File: src/rtl/instr_mem_controller.sv
// rtl/instr_mem_controller.sv - round-robin arbiter from fetcher read ports onto single-ported program memory
module instr_mem_controller #(
    parameter int NUM_CONSUMERS = 4,
    parameter int ADDR_BITS     = 8,
    parameter int DATA_BITS     = 16
) (
    input  logic                               clk,
    input  logic                               reset,
    input  logic [NUM_CONSUMERS-1:0]           consumer_read_valid,
    input  logic [NUM_CONSUMERS*ADDR_BITS-1:0] consumer_read_address,
    output logic [NUM_CONSUMERS-1:0]           consumer_read_ready,
    output logic [NUM_CONSUMERS*DATA_BITS-1:0] consumer_read_data,
    output logic                               mem_read_valid,
    output logic [ADDR_BITS-1:0]               mem_read_address,
    input  logic                               mem_read_ready,
    input  logic [DATA_BITS-1:0]               mem_read_data
);

    localparam int IDX_BITS = (NUM_CONSUMERS > 1) ? $clog2(NUM_CONSUMERS) : 1;
    localparam logic [IDX_BITS-1:0] LAST_IDX = IDX_BITS'(NUM_CONSUMERS - 1);

    localparam logic [1:0] S_IDLE     = 2'd0;
    localparam logic [1:0] S_WAIT_MEM = 2'd1;
    localparam logic [1:0] S_RESPOND  = 2'd2;

    logic [1:0]          state;
    logic [IDX_BITS-1:0] rr_ptr;
    logic [IDX_BITS-1:0] grant_idx;
    logic [IDX_BITS-1:0] pick;
    logic                found;
    logic [IDX_BITS:0]   cand;

    // Scan starting at rr_ptr, wrapping modulo NUM_CONSUMERS; first valid wins.
    always_comb begin
        found = 1'b0;
        pick  = '0;
        cand  = '0;
        for (int k = 0; k < NUM_CONSUMERS; k++) begin
            cand = {1'b0, rr_ptr} + (IDX_BITS+1)'(k);
            if (cand >= (IDX_BITS+1)'(NUM_CONSUMERS))
                cand = cand - (IDX_BITS+1)'(NUM_CONSUMERS);
            if (!found && consumer_read_valid[cand[IDX_BITS-1:0]]) begin
                found = 1'b1;
                pick  = cand[IDX_BITS-1:0];
            end
        end
    end

    always_ff @(posedge clk or negedge reset) begin
        if (!reset) begin
            state               <= S_IDLE;
            rr_ptr              <= '0;
            grant_idx           <= '0;
            mem_read_valid      <= 1'b0;
            mem_read_address    <= '0;
            consumer_read_ready <= '0;
            consumer_read_data  <= '0;
        end else begin
            case (state)
                S_IDLE: begin
                    if (found) begin
                        grant_idx        <= pick;
                        mem_read_address <= consumer_read_address[pick*ADDR_BITS +: ADDR_BITS];
                        mem_read_valid   <= 1'b1;
                        rr_ptr           <= (pick == LAST_IDX) ? '0 : pick + 1'b1;
                        state            <= S_WAIT_MEM;
                    end
                end
                S_WAIT_MEM: begin
                    if (mem_read_ready) begin
                        mem_read_valid                                       <= 1'b0;
                        consumer_read_data[grant_idx*DATA_BITS +: DATA_BITS] <= mem_read_data;
                        consumer_read_ready[grant_idx]                       <= 1'b1;
                        state                                                <= S_RESPOND;
                    end
                end
                S_RESPOND: begin
                    consumer_read_ready <= '0;
                    state               <= S_IDLE;
                end
                default: begin
                    consumer_read_ready <= '0;
                    mem_read_valid      <= 1'b0;
                    state               <= S_IDLE;
                end
            endcase
        end
    end

endmodule

File: config.mk
export PLATFORM = sky130hd
export DESIGN_NAME = instr_mem_controller
export DESIGN_NICKNAME = d
export VERILOG_FILES = /design/src/rtl/instr_mem_controller.sv
export SDC_FILE = /design/constraint.sdc
export NUM_CORES = 1
export LEC_CHECK = 0
export BUFFER_PORTS_ARGS = -buffer_cell sky130_fd_sc_hd__buf_2
export CORE_AREA = 3 3 90 92
export CTS_CLUSTER_SIZE = 40
export DETAILED_ROUTE_END_ITERATION = 10
export DIE_AREA = 0 0 93 95
export PLACE_DENSITY = 0.78
export SYNTH_ARGS = -nofsm -noshare
export SYNTH_HDL_FRONTEND = slang
export SYNTH_SLANG_ARGS = --single-unit
File: constraint.sdc
create_clock -name clk -period 2.5 [get_ports clk]
set_input_delay 0.125 -clock clk [delete_from_list [all_inputs] [get_ports clk]]
set_output_delay 0.125 -clock clk [all_outputs]
set_load 0.1 [all_outputs]
# Yosys cells after proc, flatten, opt, wreduce, memory -nomap -nowiden
# Cells that the tools add are included.
# word_totals
ff_bits	83
wordCells	82
# op_classes
addsub	9
order_cmp	10
n_eq_ne	5
shifts	3
n_mux	32
bitwise_logic	3
reduce_logical	13
# op_table
operator	count
bitwise mux 64 bit	1
variable shift 16 x 34 -> 64 bit (first input constant)	1
indexed part select 16 x 34 -> 64 bit	1
negator 6 -> 34 bit	1
indexed part select 32 x 6 -> 8 bit	1
2-to-1 mux 2 bit	11
< comparator 2 x 3 -> 1 bit (second input constant)	5
2-to-1 mux 1 bit	11
>= comparator 3 bit (second input constant)	3
binary-select mux 1 bit (select 2 bit)	4
one-hot mux 4 bit (2 select lines)	1
AND reduction 2 bit	4
subtractor 2 x 1 -> 2 bit (second input constant)	4
adder 2 x 2 -> 3 bit (second input constant)	2
equality test 2 bit (second input constant)	2
logical AND 1 bit	4
2-to-1 mux 4 bit	1
inequality test 2 bit (second input constant)	2
bitwise OR 4 bit	1
one-hot mux 2 bit (2 select lines)	1
adder 2 x 1 -> 3 bit (second input constant)	1
>= comparator 2 x 3 -> 1 bit (second input constant)	1
zero test 1 bit	3
one-hot mux 1 bit (3 select lines)	1
7 further kinds	8

# Longest topological paths before layout
# depth
ltp_word	16
depth_mapped	7
depth_no_buf	5

# Least setup slack after synthesis
# No wires, ideal clock.
# synth_timing
path_type	register -> register
startpoint	reg grant_idx[0]
endpoint	reg consumer_read_data[44]
arrival_ns	1.756
slack_ns	0.661
path_stages_with_launch	7
n_path_buf	1
synth_period_minus_slack_ns	1.839
path_cell_list	dfrtp_1 inv_1 ha_1 nor3b_2 clkbuf_1 nand2_1 o21ai_0
# synth_via
elab_chain_cells	3
elab_cells_between_ends	4
# synth_rtl
element	line	text
from (decl)	28	logic [IDX_BITS-1:0] grant_idx;
from (signal assigned)	62	grant_idx <= pick;
negator 6 -> 34 bit (*)	72	consumer_read_data[grant_idx*DATA_BITS +: DATA_BITS] <= mem_read_data;
indexed part select 16 x 34 -> 64 bit or variable shift 16 x 34 -> 64 bit (tied branches)	72	
bitwise mux 64 bit (*)	72	
to (signal, indexed assignment)	72	
to (decl)	12	output logic [NUM_CONSUMERS*DATA_BITS-1:0] consumer_read_data,
# Mark *: on every way between the ends. The rest lies on a longest branch, timed or not.
# A chain may end at the register's enable or synchronous reset.

# Worst setup path after layout
# layout_timing
startpoint	reg state[1]
endpoint	reg consumer_read_data[35]
# layout_via
elab_chain_cells	2
# layout_rtl
element	line	text
from (decl)	26	logic [1:0] state;
from (signal assigned)	51	state <= S_IDLE;
from (signal assigned)	66	state <= S_WAIT_MEM;
from (signal assigned)	74	state <= S_RESPOND;
equality test 2 x 1 -> 1 bit	59	case (state)
AND reduction 2 bit (no line)	n/a	
# Every way passes these cells.

==> results.md <==
| Step | Item | Value |
| --- | --- | --- |
| synthesis | Register bit count reported by yosys | 83 |
| detailed routing | Remaining antenna violation count | 0 |
| floorplan | X dimension of the die | 93 um |
| detailed routing | Number of violations reported at the end of detailed-routing iteration 0 | 83 |
| critical path | Highest cell delay on the worst timing path | 0.53 ns |
| global routing | Number of antenna violations at the first check in global routing | 1 |
| clock network | Clock Sink Count | 83 |
| sta | Fmax | 0.512 GHz |
| critical path | Crit. path cell count | 4 |
| sta | Setup repair after global routing missed its margin | false |
| critical path | Cell at the slowest stage of the critical path | nand2_1 |
| sta | Setup TNS | 0 ns |
| detailed routing | Overall via count from detail_route | 3,152 |
| floorplan | Die footprint | 8840 um2 |
| global routing | Pin count of the biggest net entering global routing | 84 |
| floorplan | Die height | 95 um |
| place | GP Congestion | 0.808 |
| clock network | Hold-fix buffers, CTS | 2 |
| critical path | Reg2reg setup slack | 0.55 ns |
| clock network | Clock buffers created by TritonCTS | 9 |
| layout | Most common library cell in the layout ignoring fill and taps | nand2_1 |
| sta | Worst setup slack after layout | 0.545 ns |
| clock network | Clock-pin slew on the worst setup and hold paths | 0.09 ns |
| global routing | Via count of the first global-routing pass | 3,050 |
| synthesis | Post-Synthesis Cell Area | 3620 um2 |
| floorplan | Initial standard-cell utilization of the core | 0.497 |
| synthesis | Synthesized instance count | 387 |
| sta | Clock period minus worst slack | 1.95 ns |
| sta | Count of endpoints failing setup in the final report | 0 |
| floorplan | # IOs | 132 |
| critical path | Kind of end point of the critical path | register |
| critical path | Worst setup path category | register to register |
| sta | Slew at the pin with the worst max-slew slack | 1.02 ns |
| layout | Proportion of layout cells with a drive suffix above 1 | 0.308 |
| global routing | Overall routing resource usage | 0.211 |
| critical path | Start point of the critical path | state[1] |
| critical path | Critical path arrival | 2.15 ns |
| floorplan | Rows | 31 |
| clock network | Clock insertion delay at the later pin of the skew report | 0.36 ns |
| synthesis | Sequential fraction of the synthesis area | 0.574 |
| critical path | Most numerous cell on the critical path | nand2_1 |
| layout | Layout overhead on the synthesized area | 27.3% |
| sta | Hold violation total from the final report | 0 |
| outcome | Outcome | complete, no violations |
| critical path | Worst R2R Path Depth | 4 |
| synthesis | Netlist cell types | 29 |
| sta | Skew final | 0.0134 ns |
| place | HPWL reported at the end of detailed placement | 6640 um |
| critical path | Sort of element at the start of the critical path | register |
| detailed routing | Total length of routed wires | 8920 um |
| clock network | Cts repair resizes | 0 |
| detailed routing | Residual DRC | 0 |
| hold path | Class of the most critical hold timing path | input pin to register |
| clock network | Buffer levels on the longest clock path | 2 |
| run | Max Cap Violations | 0 |
| critical path | Sequence of cells on the critical path | and3b_1, nand2_1, nand2_1, o21ai_0 |
| critical path | End of the worst register-to-register path | consumer_read_data[35] |
| sta | Max transition margin | 0.320 |
| critical path | Required @ worst endpoint | 2.70 ns |
| sta | Slew Viols, Final | 0 |
| critical path | Critical register-to-register path startpoint | state[1] |
| place | I/O Buffers | 131 |
| critical path | CP top delay family | simple AND/OR/NAND/NOR gates |
| synthesis | Most area-hungry cell type in the Yosys netlist | dfrtp_1 |
| clock network | # H-tree levels | 3 |
| global routing | Overflow after GRT | 0 |
| sta | Fraction of the cycle the final worst path needs | 0.782 |
| critical path | WP buf/inv | 0 |
| layout | End-of-flow core utilization | 0.632 |
| clock network | TritonCTS clock tree | yes |
| place | Setup slack after placement | 0.577 ns |
| layout | Antenna cells | 0 |
| critical path | Maximum fanout encountered on the critical timing path | 32 |
| synthesis | Post-Syn Area per Cell | 9.36 um2 |
| synthesis | Fraction of post-synthesis cell area in the top cell type by area | 0.574 |
| synthesis | Top area cells in the synthesized netlist | dfrtp_1 57%, nand2_1 15%, o21ai_0 9.8% |
| detailed routing | Number of vias per cell after detailed routing | 5.08 |
| clock network | Number of setup buffers added after CTS | 0 |
| floorplan | Core region area | 7290 um2 |
| critical path | CP endpoint | consumer_read_data[35] |
| global routing | Wire length of the first global-routing pass | 14,600 um |
| synthesis | Post-synthesis net count | 449 |
| detailed routing | DRT Pass-1 Iters | 5 |
| synthesis | Number of warnings issued by yosys | 0 |
| layout | Nets@finish | 579 |
| clock network | CTS root buffer | clkbuf_8 |
| detailed routing | Average wire per standard cell | 14.4 um |
| layout | Most frequent cells in the layout | 146 x nand2_1, 130 x buf_2, 83 x dfrtp_1, 71 x o21ai_0, 16 x mux2i_1 |
[kinds of logic after synthesis]
kind of cell | Yosys count | share of synthesized area
and+or+nand+nor | 159 | 0.178
AOI/OAI and AO/OA | 89 | 0.138
DFF | 83 | 0.574
buffers and inverters | 32 | 0.0394
muxes | 16 | 0.0442
adders and majority gates | 7 | 0.0242
xor gates and xnor gates | 1 | 0.00242
[per-stage QoR]
stage / instances / cell area [um2] / hold WS (ns)
after floorplan: 387 / 3620 / -0.171
after global placement: 603 / 4360 / 0.347
after detailed placement: 603 / 4360 / 0.346
after CTS: 621 / 4610 / 0.0407
after global routing: 621 / 4610 / 0.0470
final: 621 / 4610 / 0.0481
[cell type report]
class	instances	area, um2
Clock buffer	10	138
Clock inverter	6	87.6
Fill cell	663	2680
Inverter	10	37.5
Multi-Input combinational cell	272	1410
Sequential cell	83	2080
Tap cell	99	124
Timing Repair Buffer	141	738
[worst min path at each step]
stage                                  from                      to  cells past startpoint
after floorplan                       reset   consumer_read_data[0]                      0
after global placement       mem_read_ready                state[0]                      2
after detailed placement     mem_read_ready                state[0]                      2
after CTS                  mem_read_data[1]  consumer_read_data[33]                      3
after global routing      mem_read_data[14]  consumer_read_data[14]                      3
final                     mem_read_data[14]  consumer_read_data[14]                      3
[registers in the layout (all words and copies together), names as in the netlist]
signal / flops
mem_read_address: 8
state: 2
grant_idx: 2
consumer_read_ready: 4
consumer_read_data: 64
mem_read_valid: 1
rr_ptr: 2
[tightest hold or removal path, stage by stage]
cell	delay, ns
buf_2	0.13
nand2_1	0.05
o21ai_0	0.06
[cell usage after synthesis (all sizes together)]
cell / instances
and3b: 1
xnor2: 1
o32ai: 1
o21ai: 72
o221ai: 8
clkbuf: 14
a221oi: 2
a211oi: 1
or2: 1
o22ai: 1
nand2: 146
nor3: 2
nor2b: 1
dfrtp: 83
nor4: 1
inv: 10
nor3b: 3
nor2: 3
buf: 8
o2bb2ai: 1
mux2i: 16
or3: 1
ha: 7
a21oi: 2
o32a: 1
[metal layers]
| layer | vias up | part of all wire | track usage |
|---|---|---|---|
| li1 | 1545 | - | - |
| met1 | 1475 | 0.39 | 0.256 |
| met2 | 119 | 0.51 | 0.373 |
| met3 | 11 | 0.081 | 0.0502 |
| met4 | 2 | 0.010 | 0.0659 |
| met5 | - | 0.0020 | 0 |
Power is left out: the tool's default activity adds up to more than one toggle a clock period on the data nets, which glitch-free logic cannot reach.
